[src/rtl/ble_remote_comm.sv]
// Host-side remote link: sends 16-bit commands as two 8N1 bytes (high, low) and
// receives single-byte responses on an independent 8N1 receiver.
module ble_remote_comm #(
  parameter int BAUD_DIV = 2604
) (
  input  logic        clk,
  input  logic        rst_n,
  input  logic [15:0] cmd,
  input  logic        send_cmd,
  output logic        cmd_sent,
  output logic        TX,
  input  logic        RX,
  output logic [7:0]  resp,
  output logic        resp_rdy,
  input  logic        clr_rx_rdy
);
  localparam int CW = $clog2(BAUD_DIV);
  localparam logic [CW-1:0] FULL = CW'(BAUD_DIV - 1);
  localparam logic [CW-1:0] HALF = CW'(BAUD_DIV / 2 - 1);

  typedef enum logic [1:0] {C_IDLE, C_HIGH, C_LOW} cmd_state_t;
  typedef enum logic [1:0] {R_IDLE, R_START, R_DATA, R_STOP} rx_state_t;

  cmd_state_t    cstate, cstate_nxt;
  logic [7:0]    cmd_lo;
  logic          tx_launch, tx_busy, tx_done;
  logic [7:0]    tx_byte;
  logic [CW-1:0] tx_cnt;
  logic [3:0]    tx_bit;
  logic [8:0]    tx_sh;

  // High byte goes straight into the shifter on send_cmd, so only the low byte is held.
  always_ff @(posedge clk) begin
    if (!rst_n) begin
      cstate   <= C_IDLE;
      cmd_lo   <= '0;
      cmd_sent <= 1'b0;
    end else begin
      cstate <= cstate_nxt;
      if (cstate == C_IDLE && send_cmd) begin
        cmd_lo   <= cmd[7:0];
        cmd_sent <= 1'b0;
      end else if (cstate == C_LOW && tx_done) begin
        cmd_sent <= 1'b1;
      end
    end
  end

  always_comb begin
    cstate_nxt = cstate;
    tx_launch  = 1'b0;
    tx_byte    = cmd_lo;
    case (cstate)
      C_IDLE: if (send_cmd) begin
        tx_launch  = 1'b1;
        tx_byte    = cmd[15:8];
        cstate_nxt = C_HIGH;
      end
      C_HIGH: if (tx_done) cstate_nxt = C_LOW;
      C_LOW: begin
        if (tx_done) cstate_nxt = C_IDLE;
        else if (!tx_busy) tx_launch = 1'b1;
      end
      default: cstate_nxt = C_IDLE;
    endcase
  end

  assign tx_done = tx_busy && tx_cnt == FULL && tx_bit == 4'd9;

  // tx_bit 0 is the start bit; tx_sh holds the remaining data bits plus stop.
  always_ff @(posedge clk) begin
    if (!rst_n) begin
      tx_busy <= 1'b0;
      tx_cnt  <= '0;
      tx_bit  <= '0;
      tx_sh   <= '1;
      TX      <= 1'b1;
    end else if (tx_launch) begin
      tx_busy <= 1'b1;
      tx_cnt  <= '0;
      tx_bit  <= '0;
      tx_sh   <= {1'b1, tx_byte};
      TX      <= 1'b0;
    end else if (tx_busy) begin
      if (tx_cnt == FULL) begin
        tx_cnt <= '0;
        if (tx_bit == 4'd9) begin
          tx_busy <= 1'b0;
          TX      <= 1'b1;
        end else begin
          tx_bit <= tx_bit + 4'd1;
          TX     <= tx_sh[0];
          tx_sh  <= {1'b1, tx_sh[8:1]};
        end
      end else begin
        tx_cnt <= tx_cnt + 1'b1;
      end
    end
  end

  rx_state_t     rstate, rstate_nxt;
  logic          rx_s1, rx_s2, rx_d;
  logic [CW-1:0] rx_cnt;
  logic [2:0]    rx_bit;
  logic [7:0]    rx_sh;
  logic          start_ok, rx_complete;

  always_comb begin
    rstate_nxt  = rstate;
    start_ok    = 1'b0;
    rx_complete = 1'b0;
    case (rstate)
      R_IDLE:  if (rx_d && !rx_s2) rstate_nxt = R_START;
      R_START: if (rx_cnt == HALF) begin
        if (rx_s2) rstate_nxt = R_IDLE;
        else begin
          rstate_nxt = R_DATA;
          start_ok   = 1'b1;
        end
      end
      R_DATA:  if (rx_cnt == FULL && rx_bit == 3'd7) rstate_nxt = R_STOP;
      R_STOP:  if (rx_cnt == FULL) begin
        rstate_nxt  = R_IDLE;
        rx_complete = 1'b1;
      end
      default: rstate_nxt = R_IDLE;
    endcase
  end

  always_ff @(posedge clk) begin
    if (!rst_n) begin
      rx_s1    <= 1'b1;
      rx_s2    <= 1'b1;
      rx_d     <= 1'b1;
      rstate   <= R_IDLE;
      rx_cnt   <= '0;
      rx_bit   <= '0;
      rx_sh    <= '0;
      resp     <= '0;
      resp_rdy <= 1'b0;
    end else begin
      rx_s1  <= RX;
      rx_s2  <= rx_s1;
      rx_d   <= rx_s2;
      rstate <= rstate_nxt;
      if (rstate == R_IDLE || rstate_nxt != rstate || rx_cnt == FULL) rx_cnt <= '0;
      else rx_cnt <= rx_cnt + 1'b1;
      if (start_ok) rx_bit <= '0;
      else if (rstate == R_DATA && rx_cnt == FULL) begin
        rx_bit <= rx_bit + 3'd1;
        rx_sh  <= {rx_s2, rx_sh[7:1]};
      end
      if (rx_complete) resp <= rx_sh;
      // A completing byte wins over a clear in the same cycle.
      if (rx_complete) resp_rdy <= 1'b1;
      else if (clr_rx_rdy || start_ok) resp_rdy <= 1'b0;
    end
  end
endmodule

[config.mk]
export PLATFORM = sky130hd
export DESIGN_NAME = ble_remote_comm
export DESIGN_NICKNAME = d
export VERILOG_FILES = /design/src/rtl/ble_remote_comm.sv
export SDC_FILE = /design/constraint.sdc
export NUM_CORES = 1
export LEC_CHECK = 0
export BUFFER_PORTS_ARGS = -buffer_cell sky130_fd_sc_hd__buf_2
export CAP_MARGIN = 20
export CORE_ASPECT_RATIO = 0.7
export CORE_MARGIN = 2
export CORE_UTILIZATION = 58
export DETAILED_ROUTE_END_ITERATION = 6
export PLACE_DENSITY_LB_ADDON = 0.05
export SLEW_MARGIN = 25
export SYNTH_ARGS = -nofsm -noshare
export SYNTH_HDL_FRONTEND = slang
export SYNTH_SLANG_ARGS = --single-unit
[constraint.sdc]
create_clock -name clk -period 2.9 [get_ports clk]
set_clock_uncertainty 0.2 [all_clocks]
set_input_delay 0.29 -clock clk [delete_from_list [all_inputs] [get_ports clk]]
set_output_delay 0.29 -clock clk [all_outputs]
set_load 0.005 [all_outputs]
==> qor_table.md <==
| Parameter | This run |
|---|---|
| Post-Place Setup Slack | 532.0 ps |
| Crit path arrival time | 2400 ps |
| R2r setup slk | 480 ps |
| Worst slew slack as a fraction of its limit | 36.92% |
| Area share of the largest cell type after synthesis | 42.93% |
| Clock tree from TritonCTS | done |
| Clock-pin slew on the worst setup and hold paths | 80 ps |
| Via count of the first global-routing pass | 2,528 |
| Met3 Track Usage GR | 6.957% |
| Cell taking the most area after synthesis | dfxtp_1 |
| Total routing resource utilization after global routing | 22.76% |
| Layout cell share with drive strength beyond 1 | 13.88% |
| Initial cell density of the core | 60.26% |
| Number of violations reported at the end of detailed-routing iteration 0 | 100 |
| Number of antenna violations at the first check in global routing | 0 |
| Count of different cell masters after synthesis | 53 |
| Wire length of the first global-routing pass | 11,540 µm |
| EDFF count, synth | 0 |
| Final Wtd Congestion | 0.8159 |
| Buffers on Ports | 31 |
| Remaining routing DRC violations | 0 |
| Average footprint of a synthesized cell | 9.153 µm² |
| Crit. End Element | flop |
| Setup violation total in the final timing report | 0 |
| Count of nets after finishing | 441 |
| Instance count of the mapped netlist | 377 |
| Post-synthesis sequential area ratio | 42.93% |
| Max Slew Vio Count | 0 |
| GR met1 Demand/Resource | 30.27% |
| Largest net degree at the start of global routing | 33 |
| Share of cell area taken by muxes after synthesis | 6.091% |
| Via total after detailed routing | 2,675 |
| Ports | 32 |
| Post-CTS setup-driven buffer insertion count | 0 |
| Static Leak | 1.401 nW |
| Crit share post-route | 83.29% |
| Height of the die | 68.54 µm |
| Type of the worst min-delay path | in -> reg |
| Crit start category | flop |
| Maximum operating frequency | 414.0 MHz |
| MaxCap Viol Count | 0 |
| Status | finished clean |
| Power per unit of standard cell area | 485.0 mW/mm² |
| GR Overflow Total | 0 |
| Critical setup path kind | reg -> reg |
| Post-synthesis net count | 405 |
| Root buffer selected by CTS | clkbuf_8 |
| Busiest grt layer | met2 |
| Total CTS buffers | 9 |
| Average detailed-routed wire length per instance | 13.50 µm |
| Deepest clock path buffer count | 2 |
| Total Neg Setup Slack | 0 ps |
| DP Wirelength | 4688 µm |
| Die Footprint | 0.006592 mm² |
| GR Util met2 | 35.59% |
| CORE AREA | 0.005727 mm² |
| Compound-cell area share of the yosys netlist | 9.753% |
| Total standard cell area after synthesis | 0.003451 mm² |
| Area fraction in and, or, nand and nor cells after synthesis | 29.22% |
| Main combinational cell family by area after synthesis | simple AND/OR/NAND/NOR gates |
| Critical-path maximum fanout | 16 |
| Post-synthesis register bit count | 74 |
| Routed WL | 6657 µm |
| Hold violation total from the final report | 0 |
| Area growth syn-to-layout | 13.13% |
| Worst slew pin tran | 946.1 ps |
| Dominant register cell in the synthesized netlist | dfxtp_1 |
| Synth area leaders | dfxtp_1 43%, mux2i_1 6.1%, nor2_1 4.1% |
| VDD IR max | 329.1 µV |
| Antenna-violating nets left | 0 |
| Horizontal extent of the die | 96.19 µm |
| Drt pass-1 iters | 4 |
| Min cycle time layout | 2415 ps |
| Count of inserted antenna diode cells | 0 |
| Number of sinks on the clock net | 74 |
| Worst endpoint required time | 2880 ps |
| Clock network latency to the later pin of the worst-skew pair | 340 ps |
| Setup repair after global routing missed its margin | no |
| Xor/xnor share of the synthesized area | 5.330% |
| Level count of the clock H-tree | 3 |
| Total Power | 1.893 mW |
| Arithmetic-cell share of the synthesized area counting full adders, half adders and majority gates | 2.538% |
| Number of warnings reported in the yosys synthesis log | 0 |
| Core Rows | 23 |
| Per-cell via count in the routed design | 5.426 |
| Async set or reset register ratio after synthesis | 0% |
| Minimum setup slack in the final design | 484.5 ps |
==> per-layer routing <==
layer  up-vias  part of all wire (%)
met4         0                   1.1
met3         6                   3.5
li1       1406                     -
met5         -                     0
met2        39                    44
met1      1224                    52
==> flip-flops by register name, indices dropped and copies added, names as in the netlist <==
signal,count
rx_d,1
TX,1
cmd_lo,8
tx_busy,1
rx_s1,1
tx_cnt,12
cmd_sent,1
rx_bit,3
tx_bit,4
tx_sh,8
rx_sh,8
resp_rdy,1
rx_cnt,12
resp,8
rx_s2,1
rstate,2
cstate,2
==> synthesized netlist by cell type, types with 2 or more instances <==
| library cell | n |
|---|---|
| dfxtp_1 | 74 |
| nor2_1 | 38 |
| nand2_1 | 33 |
| mux2i_1 | 21 |
| nor2b_1 | 21 |
| xnor2_1 | 15 |
| nand3_1 | 14 |
| clkbuf_1 | 13 |
| inv_1 | 11 |
| nand4_1 | 10 |
| a21boi_1 | 9 |
| o21ai_0 | 9 |
| a21oi_1 | 7 |
| ha_1 | 7 |
| nand2b_1 | 7 |
| nor3_1 | 7 |
| nor4bb_1 | 7 |
| xor2_1 | 6 |
| a31oi_1 | 5 |
| and3_1 | 5 |
| nand4b_1 | 5 |
| or4b_1 | 4 |
| and4b_1 | 3 |
| buf_2 | 3 |
| buf_6 | 3 |
| or3_1 | 3 |
| a211oi_1 | 2 |
| a21o_1 | 2 |
| nor4_1 | 2 |
| nor4_4 | 2 |
| nor4b_1 | 2 |
| o211a_1 | 2 |
| o21ai_1 | 2 |
| o221ai_1 | 2 |
| o31ai_1 | 2 |
| or4_4 | 2 |
==> critical path, stage by stage (launching register included) <==
cell and delay, ps:
dfxtp_1 370, ha_1 240, nor4bb_1 490, and4_1 640, and4b_1 270, a311oi_1 50
==> cell families (layout without fill, tap and decap cells) <==
family	after synthesis	after routing
simple gates	173	173
flops	74	74
compound gates	50	50
xor+xnor	21	21
mux	21	21
buf+inv	31	72
fa+ha+maj	7	7
==> path summary, 6_finish.rpt <==
kind,cells after the start,startpoint,endpoint
max,5,tx_cnt[0]$_SDFFE_PP0P_,tx_sh[0]$_SDFFE_PN1P_
max reg2reg,5,tx_cnt[0]$_SDFFE_PP0P_,tx_sh[0]$_SDFFE_PN1P_
min,3,cmd[0],cmd_lo[0]$_SDFFE_PN0P_
min reg2reg,1,rx_s1$_SDFF_PN1_,rx_s2$_SDFF_PN1_
==> where the power goes <==
part	total (mW)	switching (mW)	internal [mW]	leakage [nW]
clock	0.712	0.379	0.333	0.0882
sequential	1.06	0.0191	1.04	0.601
combinational	0.123	0.0606	0.0627	0.712
==> layout make-up <==
cell class	instances	area, µm²
clock buffer	10	137.6
clock inverter	6	42.54
fill	450	1823
inverter	11	41.29
multi-input combinational	272	1827
sequential	74	1481
tap	75	93.84
timing repair buffer	45	280.3
==> metrics by stage <==
| stage | utilization (%) | instances | hold WS [ps] | cell area [µm²] |
|---|---|---|---|---|
| final | 68.17 | 493 | 21.22 | 3904 |
| after global routing | 68.17 | 493 | 46.47 | 3904 |
| after CTS | 68.17 | 493 | 10.26 | 3904 |
| after detailed placement | 63.62 | 469 | 195.9 | 3643 |
| after global placement | 63.62 | 469 | 190.9 | 3643 |
| after floorplan | - | 377 | 186.3 | 3451 |
==> layout by cell type (no fill, tap or decap), types with 11 or more instances in the layout <==
cell type   n
nor2_1     38
dfxtp_1    74
nor2b_1    21
nand2_1    33
buf_2      31
inv_1      11
mux2i_1    21
xnor2_1    15
nand3_1    14
==> repair_timing <==
| item | CTS | global route |
|---|---|---|
| resized for setup | 0 | 0 |
| hold buffers | 8 | 0 |
| hold endpoints to repair | 8 | 0 |
Note: power is estimated with default switching activity, not from simulation.
